$ cat src/rtl/smi_rx_arbiter.sv
// ============================================================================
// Module   : smi_rx_arbiter
// Purpose  : Round-robin burst arbiter between the 0.9 GHz and 2.4 GHz RX
//            FIFOs, serialising each 32-bit word MSB-first onto a byte stream.
// Revision : 1.0  initial release
// ============================================================================
`default_nettype none

module smi_rx_arbiter #(
    parameter int BURST_MAX = 15
) (
    input  logic        i_sys_clk,
    input  logic        i_rst,
    input  logic        i_enable,
    input  logic [3:0]  i_burst_len,
    input  logic        i_fifo_09_empty,
    input  logic [31:0] i_fifo_09_pulled_data,
    output logic        o_fifo_09_pull,
    input  logic        i_fifo_24_empty,
    input  logic [31:0] i_fifo_24_pulled_data,
    output logic        o_fifo_24_pull,
    output logic [7:0]  o_byte,
    output logic        o_byte_valid,
    input  logic        i_byte_ready,
    output logic        o_channel,
    output logic        o_sof,
    output logic        o_busy
);

    typedef enum logic [1:0] {
        ST_IDLE = 2'd0,
        ST_PULL = 2'd1,
        ST_LOAD = 2'd2,
        ST_SEND = 2'd3
    } state_t;

    localparam logic [3:0] c_burst_max = 4'(BURST_MAX);

    state_t      state_q, state_d;
    logic [3:0]  word_cnt_q, word_cnt_d;
    logic [1:0]  byte_idx_q, byte_idx_d;
    logic [31:0] shift_q, shift_d;
    logic        first_q, first_d;
    logic        last_q, last_d;
    logic        chan_q, chan_d;
    logic        pull09_q, pull09_d;
    logic        pull24_q, pull24_d;
    logic        valid_q, valid_d;
    logic        sof_q, sof_d;
    logic        busy_q, busy_d;

    logic        w_grant;
    logic [3:0]  w_len;
    logic        w_sel_empty;
    logic [31:0] w_sel_data;
    logic        w_accept;

    assign w_len       = (i_burst_len > c_burst_max) ? c_burst_max : i_burst_len;
    assign w_sel_empty = chan_q ? i_fifo_24_empty : i_fifo_09_empty;
    assign w_sel_data  = chan_q ? i_fifo_24_pulled_data : i_fifo_09_pulled_data;
    assign w_accept    = valid_q & i_byte_ready;

    always_ff @(posedge i_sys_clk) begin
        if (i_rst) begin
            state_q    <= ST_IDLE;
            word_cnt_q <= 4'd0;
            byte_idx_q <= 2'd0;
            shift_q    <= 32'd0;
            first_q    <= 1'b0;
            last_q     <= 1'b1;
            chan_q     <= 1'b0;
            pull09_q   <= 1'b0;
            pull24_q   <= 1'b0;
            valid_q    <= 1'b0;
            sof_q      <= 1'b0;
            busy_q     <= 1'b0;
        end else begin
            state_q    <= state_d;
            word_cnt_q <= word_cnt_d;
            byte_idx_q <= byte_idx_d;
            shift_q    <= shift_d;
            first_q    <= first_d;
            last_q     <= last_d;
            chan_q     <= chan_d;
            pull09_q   <= pull09_d;
            pull24_q   <= pull24_d;
            valid_q    <= valid_d;
            sof_q      <= sof_d;
            busy_q     <= busy_d;
        end
    end

    always_comb begin
        state_d    = state_q;
        word_cnt_d = word_cnt_q;
        byte_idx_d = byte_idx_q;
        shift_d    = shift_q;
        first_d    = first_q;
        last_d     = last_q;
        chan_d     = chan_q;
        pull09_d   = 1'b0;
        pull24_d   = 1'b0;
        valid_d    = valid_q;
        sof_d      = sof_q;
        busy_d     = busy_q;
        w_grant    = 1'b0;

        case (state_q)
            ST_IDLE: begin
                if (i_enable && (!i_fifo_09_empty || !i_fifo_24_empty)) begin
                    // Both pending: alternate away from the last-served source
                    if (!i_fifo_09_empty && !i_fifo_24_empty) begin
                        w_grant = ~last_q;
                    end else begin
                        w_grant = i_fifo_09_empty;
                    end
                    chan_d     = w_grant;
                    word_cnt_d = w_len;
                    first_d    = 1'b1;
                    pull09_d   = ~w_grant;
                    pull24_d   = w_grant;
                    busy_d     = 1'b1;
                    state_d    = ST_PULL;
                end
            end
            ST_PULL: begin
                state_d = ST_LOAD;
            end
            ST_LOAD: begin
                shift_d    = w_sel_data;
                byte_idx_d = 2'd0;
                valid_d    = 1'b1;
                sof_d      = first_q;
                first_d    = 1'b0;
                state_d    = ST_SEND;
            end
            ST_SEND: begin
                if (w_accept) begin
                    sof_d   = 1'b0;
                    shift_d = {shift_q[23:0], 8'h00};
                    if (byte_idx_q == 2'd3) begin
                        valid_d = 1'b0;
                        // Continuation is decided only at the word boundary
                        if ((word_cnt_q != 4'd0) && !w_sel_empty && i_enable) begin
                            word_cnt_d = word_cnt_q - 4'd1;
                            pull09_d   = ~chan_q;
                            pull24_d   = chan_q;
                            state_d    = ST_PULL;
                        end else begin
                            busy_d  = 1'b0;
                            last_d  = chan_q;
                            state_d = ST_IDLE;
                        end
                    end else begin
                        byte_idx_d = byte_idx_q + 2'd1;
                    end
                end
            end
            default: begin
                state_d = ST_IDLE;
            end
        endcase
    end

    assign o_fifo_09_pull = pull09_q;
    assign o_fifo_24_pull = pull24_q;
    assign o_byte         = shift_q[31:24];
    assign o_byte_valid   = valid_q;
    assign o_channel      = chan_q;
    assign o_sof          = sof_q;
    assign o_busy         = busy_q;

endmodule

`default_nettype wire

$ cat config.mk
export PLATFORM = sky130hd
export DESIGN_NAME = smi_rx_arbiter
export DESIGN_NICKNAME = d
export VERILOG_FILES = /design/src/rtl/smi_rx_arbiter.sv
export SDC_FILE = /design/constraint.sdc
export NUM_CORES = 1
export LEC_CHECK = 0
export ABC_AREA = 1
export BUFFER_PORTS_ARGS = -buffer_cell sky130_fd_sc_hd__buf_2
export CORE_ASPECT_RATIO = 1.75
export CORE_MARGIN = 2
export CORE_UTILIZATION = 46
export DETAILED_ROUTE_END_ITERATION = 16
export PLACE_DENSITY = 0.83
export SYNTH_ARGS = -nofsm -noshare
export SYNTH_HDL_FRONTEND = slang
export SYNTH_SLANG_ARGS = --single-unit
export TNS_END_PERCENT = 5
$ cat constraint.sdc
create_clock -name i_sys_clk -period 1.2 [get_ports i_sys_clk]
set_input_delay 0.06 -clock i_sys_clk [delete_from_list [all_inputs] [get_ports i_sys_clk]]
set_output_delay 0.06 -clock i_sys_clk [all_outputs]
set_load 0.02 [all_outputs]
==> results of run 1 <==
## state kept, by name, indices dropped and copies added (netlist names)
| signal | cells |
|---|---|
| o_sof | 1 |
| o_fifo_09_pull | 1 |
| o_channel | 1 |
| state_q | 2 |
| shift_q | 32 |
| o_busy | 1 |
| byte_idx_q | 2 |
| first_q | 1 |
| last_q | 1 |
| o_fifo_24_pull | 1 |
| o_byte_valid | 1 |
| word_cnt_q | 4 |
## stage by stage
stage	std cells	hold slack [ns]	area (um2)
6_report	548	0.0182	3810
5_1_grt	548	0.0378	3810
2_1_floorplan	376	0.247	2800
4_1_cts	546	0.0333	3680
3_3_place_gp	536	0.351	3320
3_5_place_dp	536	0.355	3320
## logic make-up (layout without fill, tap and decap cells)
| logic type | count (synthesis) | count (layout) | share of synthesized area |
|---|---|---|---|
| AO/OA/AOI/OAI | 110 | 110 | 0.237 |
| AND/OR/NAND/NOR | 163 | 163 | 0.272 |
| flip-flops | 48 | 48 | 0.347 |
| buffers and inverters | 49 | 143 | 0.118 |
| adder cells (fa/ha/maj) | 5 | 5 | 0.0226 |
| multiplexers | 1 | 1 | 0.00361 |
## final cells by class
type / count / area share
Clock buffer: 6 / 0.0217
Clock inverter: 2 / 0.0102
Inverter: 17 / 0.0200
Multi-Input combinational cell: 279 / 0.470
Sequential cell: 48 / 0.256
Tap cell: 78 / 0.0256
Timing Repair Buffer: 118 / 0.197
## timing repair
item / CTS / global route
gates resized for setup: 77 / 32
pin swaps: 3 / 19
hold buffers: 0 / 0
setup buffers: 1 / 3
hold endpoints to repair: 0 / 0
endpoints found under the setup margin: 46 / 47
cloned: 1 / 0
## worst max-delay path: cells and delay by family (launching register included)
kind,cells,cell delay [ns]
and+or+nand+nor,4,0.31
buffers and inverters,2,0.21
DFF,1,0.37
adders and majority gates,1,0.20
AOI/OAI and AO/OA,1,0.16
## power breakdown
part	switching, mW	leakage (nW)	internal [mW]	total (mW)
registers	0.382	0.396	2.12	2.50
logic	2.52	1.24	1.93	4.45
clock network	0.564	0.0614	0.682	1.25
total	3.47	1.69	4.72	8.20
## metal layers
metal  track usage  vias to the layer above  routed length [um]
met1         0.245                     1310                2760
met5             0                        -                   0
li1              -                     1439                   -
met4        0.0810                        0                 186
met2         0.439                       83                4310
met3        0.0262                       12                 296
## cell usage in the layout (no fill, tap or decap), types with 3 or more instances in the layout
master     n
a21oi_1   19
a21oi_2   23
buf_12     5
buf_2     87
buf_4     21
buf_6      5
clkbuf_8   6
dfxtp_1   43
dfxtp_4    3
ha_4       5
inv_1      8
inv_2      6
nand2_1   80
nand2_4    3
nand2_8    3
nand3_1   28
nand3_4    4
nand4_1    3
nor2_1    22
nor2_2    10
o21ai_0    5
o21ai_1   28
o21ai_2   29
## path summary, 6_finish.rpt
kind	from	endpoint	slack, ns	cells after the start
hold reg to reg	shift_q[7]$_SDFFE_PP0P_	shift_q[7]$_SDFFE_PP0P_	0.47	2
setup reg to reg	state_q[0]$_SDFFE_PP0P_	word_cnt_q[1]$_SDFFE_PP0P_	-0.16	8
setup / recovery	state_q[0]$_SDFFE_PP0P_	word_cnt_q[1]$_SDFFE_PP0P_	-0.16	8
hold / removal	i_fifo_24_pulled_data[2]	shift_q[2]$_SDFFE_PP0P_	0.02	3
==> flow_metrics.tcl, run 1 <==
set metrics [dict create \
    status "complete, but fails checks" \
    violations "setup timing" \
    synthMostInstantiatedCell "nand2_1" \
    first_pass_iters 4 \
    power_mw 8.20 \
    async_flop_share 0 \
    ant_nets 0 \
    grt_pass1_wl_mm 12.1 \
    postRouteWirelength_mm 7.55 \
    synth_commonest_cells "nand2_1, dfxtp_1, o21ai_0" \
    first_global_vias 2716 \
    clock_path_buffers 2 \
    crit_chain "inv_2 -> ha_4 -> nand2_4 -> nand2_8 -> nor2_8 -> buf_4 -> a21oi_1 -> nor2_1" \
    synth_flop_cell "dfxtp_1" \
    worstPathArrival_ns 1.56 \
    vias_per_cell 5.19 \
    routabilityCongestion 0.927 \
    io_buffers 87 \
    dieHeight_um 107 \
    synth_warnings 0 \
    cts_buffers 5 \
    cp-end-kind "register" \
    synth_top_area_share 0.347 \
    final_hold_viol_count 0 \
    ios 88 \
    die-area_um2 6690 \
    clk_latency_ns 0.31 \
    synth_area_um2 2770 \
    place_ws_ns -0.156 \
    max-cap-violations 0 \
    final_nets 548 \
    setup_ws_ns -0.155 \
    critPathKind "reg2reg" \
    yosysTopAreaCell "dfxtp_1" \
    via_count 2844 \
    path_max_fanout 8 \
    root_buffer "clkbuf_8" \
    start_kind "register" \
    hp-class "in2reg" \
    relSlewSlack 0.685 \
    fin_crit_ns 1.36 \
    crit_slowest_cell "dfxtp_4" \
    dpl.hpwl_mm 5.10 \
    start_util 0.475 \
    rsz0062_at_grt "yes" \
    synthCells 376 \
    layout-drive-gt1-share 0.485 \
    initialDrtViolationCount 174 \
    synth.net_count 455 \
    ys_types 34 \
    grt_antenna_before_repair 0 \
    worst_slew_pin_slew_ns 0.473 \
    cp_data_required_time_ns 1.41 \
    synth_enable_flop_cells 0 \
    maxSlewViolCount 0 \
    grt_max_degree 32 \
    htreeDepth 2 \
    fin_tns_setup_ns -4.18 \
    clock_sinks 48 \
    p_leak_nw 1.69 \
    regArea_um2 975 \
    grt_usage 0.225 \
    overflow 0 \
    vdd_drop_max_mv 1.40 \
    syn_to_final_growth_pct 37.3 \
    power.density_nw_per_um2 2150 \
    critPathMaxStageDelay_ns 0.37 \
    ys_ff_latch 48 \
    route.detailed.drc 0 \
    setup_violations 44 \
    multi_input_area_um2 1790 \
    finish.utilization 0.653 \
    skew_ns 0.00896 \
    fmax_ghz 0.738 \
    avgSynthCellArea_um2 7.37 \
    wire_per_inst_um 13.8 \
    seq_area_frac_synth 0.347 \
    fillers 481 \
    timing.final.crit_share 1.13 \
    core_area_um2 5830 \
    die_w_um 62.7 \
    clk_pin_slew_ns 0.09 \
    n_antenna_cell 0 \
    rows 37 \
    cts_tree "yes" \
    synthTopCellsByArea "dfxtp_1, nand2_1, o21ai_0" \
]
Note: power is estimated with default switching activity, not from simulation.
==> run 2, diff against run 1 <==
--- a/config.mk
+++ b/config.mk
@@ -12,6 +12,7 @@
 export CORE_UTILIZATION = 46
 export DETAILED_ROUTE_END_ITERATION = 16
 export PLACE_DENSITY = 0.83
+export RECOVER_POWER = 100
 export SYNTH_ARGS = -nofsm -noshare
 export SYNTH_HDL_FRONTEND = slang
 export SYNTH_SLANG_ARGS = --single-unit
==> flow_metrics.tcl, run 2 (same netlist as run 1, synthesis figures left out) <==
set metrics [dict create \
    cp_data_required_time_ns 1.41 \
    core_area_um2 5830 \
    dpl.hpwl_mm 5.10 \
    fin_tns_setup_ns -4.23 \
    power_mw 8.16 \
    cts_buffers 5 \
    syn_to_final_growth_pct 36.7 \
    clock_sinks 48 \
    crit_chain "inv_2 -> ha_4 -> nand2_4 -> nand2_8 -> nor2_8 -> buf_4 -> a21oi_1 -> nor2_1" \
    die-area_um2 6690 \
    final_common_cell "nand2_1" \
    first_pass_iters 4 \
    routabilityCongestion 0.927 \
    met3WireLength_um 349 \
    violations "setup timing" \
    fmax_ghz 0.737 \
    wire_per_inst_um 13.8 \
    n_antenna_cell 0 \
    wl_met2_mm 4.36 \
    path_delay_family "flip-flops" \
    critPathKind "reg2reg" \
    setup_ws_ns -0.157 \
    top_register "shift_q" \
    fin_crit_ns 1.36 \
    final_nets 548 \
    hp-class "in2reg" \
    overflow 0 \
    dpl_cell_area_um2 3320 \
    fin_area_um2 3790 \
    worst_slew_pin_slew_ns 0.464 \
    cp-end-kind "register" \
    wirelength_met1_mm 2.71 \
    p_leak_nw 1.64 \
    timing.final.crit_share 1.13 \
    hold_ws_ns 0.0164 \
    skew_ns 0.00703 \
    crit_slowest_cell "dfxtp_4" \
    grt_antenna_before_repair 0 \
    htreeDepth 2 \
    ant_nets 0 \
    critPathBufInv 2 \
    max-cap-violations 0 \
    io_buffers 87 \
    final_hold_viol_count 0 \
    rsz0062_at_grt "yes" \
    die_w_um 62.7 \
    vdd_drop_max_mv 1.40 \
    grt_pass1_wl_mm 12.1 \
    postRouteWirelength_mm 7.58 \
    layout-drive-gt1-share 0.460 \
    status "complete, but fails checks" \
    root_buffer "clkbuf_8" \
    path_max_fanout 8 \
    clock_path_buffers 2 \
    grt_usage 0.225 \
    maxSlewViolCount 0 \
    final_cell_mix "nand2_1, buf_2, dfxtp_1, o21ai_2" \
    initialDrtViolationCount 178 \
    power.density_nw_per_um2 2150 \
    via_count 2850 \
    dieHeight_um 107 \
    grt_max_degree 32 \
    clk_latency_ns 0.31 \
    reg_top3 "shift_q x32, word_cnt_q x4" \
    first_global_vias 2716 \
    dpl.cell_count 536 \
    largest_register_ff_count 32 \
    worstPathArrival_ns 1.56 \
    vias_per_cell 5.20 \
    ios 88 \
    cts_tree "yes" \
    start_kind "register" \
    start_util 0.475 \
    route.detailed.drc 0 \
    highest-signal-layer "met4" \
    rows 37 \
    clk_pin_slew_ns 0.09 \
    setup_violations 44 \
    instances_no_fill 548 \
    relSlewSlack 0.690 \
    critPathMaxStageDelay_ns 0.37 \
]
## run 2: changes by cell type in the layout (fill, tap and decap cells not counted)
cell,delta
buf_2,-12
buf_4,-1
clkbuf_2,+1
clkbuf_1,+12
## run 2: final timing paths
check / start / end / slack, ns / cells past startpoint
min: i_fifo_24_pulled_data[2] / shift_q[2]$_SDFFE_PP0P_ / 0.02 / 3
max: state_q[0]$_SDFFE_PP0P_ / word_cnt_q[1]$_SDFFE_PP0P_ / -0.16 / 8
min reg2reg: shift_q[7]$_SDFFE_PP0P_ / shift_q[7]$_SDFFE_PP0P_ / 0.47 / 2
max reg2reg: state_q[0]$_SDFFE_PP0P_ / word_cnt_q[1]$_SDFFE_PP0P_ / -0.16 / 8
## run 2: area by class of cell
type,count,area (um2)
Multi-Input combinational cell,279,1790
Clock buffer,6,82.6
Clock inverter,2,38.8
Fill cell,487,2040
Inverter,17,76.3
Timing Repair Buffer,118,732
Tap cell,78,97.6
Sequential cell,48,975
## run 2: repair_timing
item                       4_1_cts  5_1_grt
hold buffers                     0        0
pin swaps                        3       19
resized for setup               77       32
setup endpoints to repair       46       47
setup buffers                    1        3
cloned                           1        0
## run 2: worst register-to-register path, stage by stage (launching register included)
cell	delay, ns
dfxtp_4	0.37
inv_2	0.09
ha_4	0.20
nand2_4	0.09
nand2_8	0.10
nor2_8	0.06
buf_4	0.12
a21oi_1	0.16
nor2_1	0.06
## run 2: routing by layer
layer,GRT usage,vias to the layer above
met3,0.0262,12
met5,0,-
met1,0.245,1312
li1,-,1437
met2,0.439,89
met4,0.0810,0
## run 2: power breakdown
part           internal [mW]  total (mW)  switching (mW)  leakage [nW]
logic                   1.89        4.41            2.52          1.19
clock network          0.682        1.25           0.569        0.0614
registers               2.12        2.51           0.389         0.396
total                   4.69        8.16            3.48          1.64
## run 2: through the flow
step	util	worst slack, ns
global placement	0.569	-0.108
floorplan	-	-0.0583
finish	0.650	-0.157
global route	0.650	-0.230
detailed placement	0.569	-0.156
CTS	0.631	-0.115
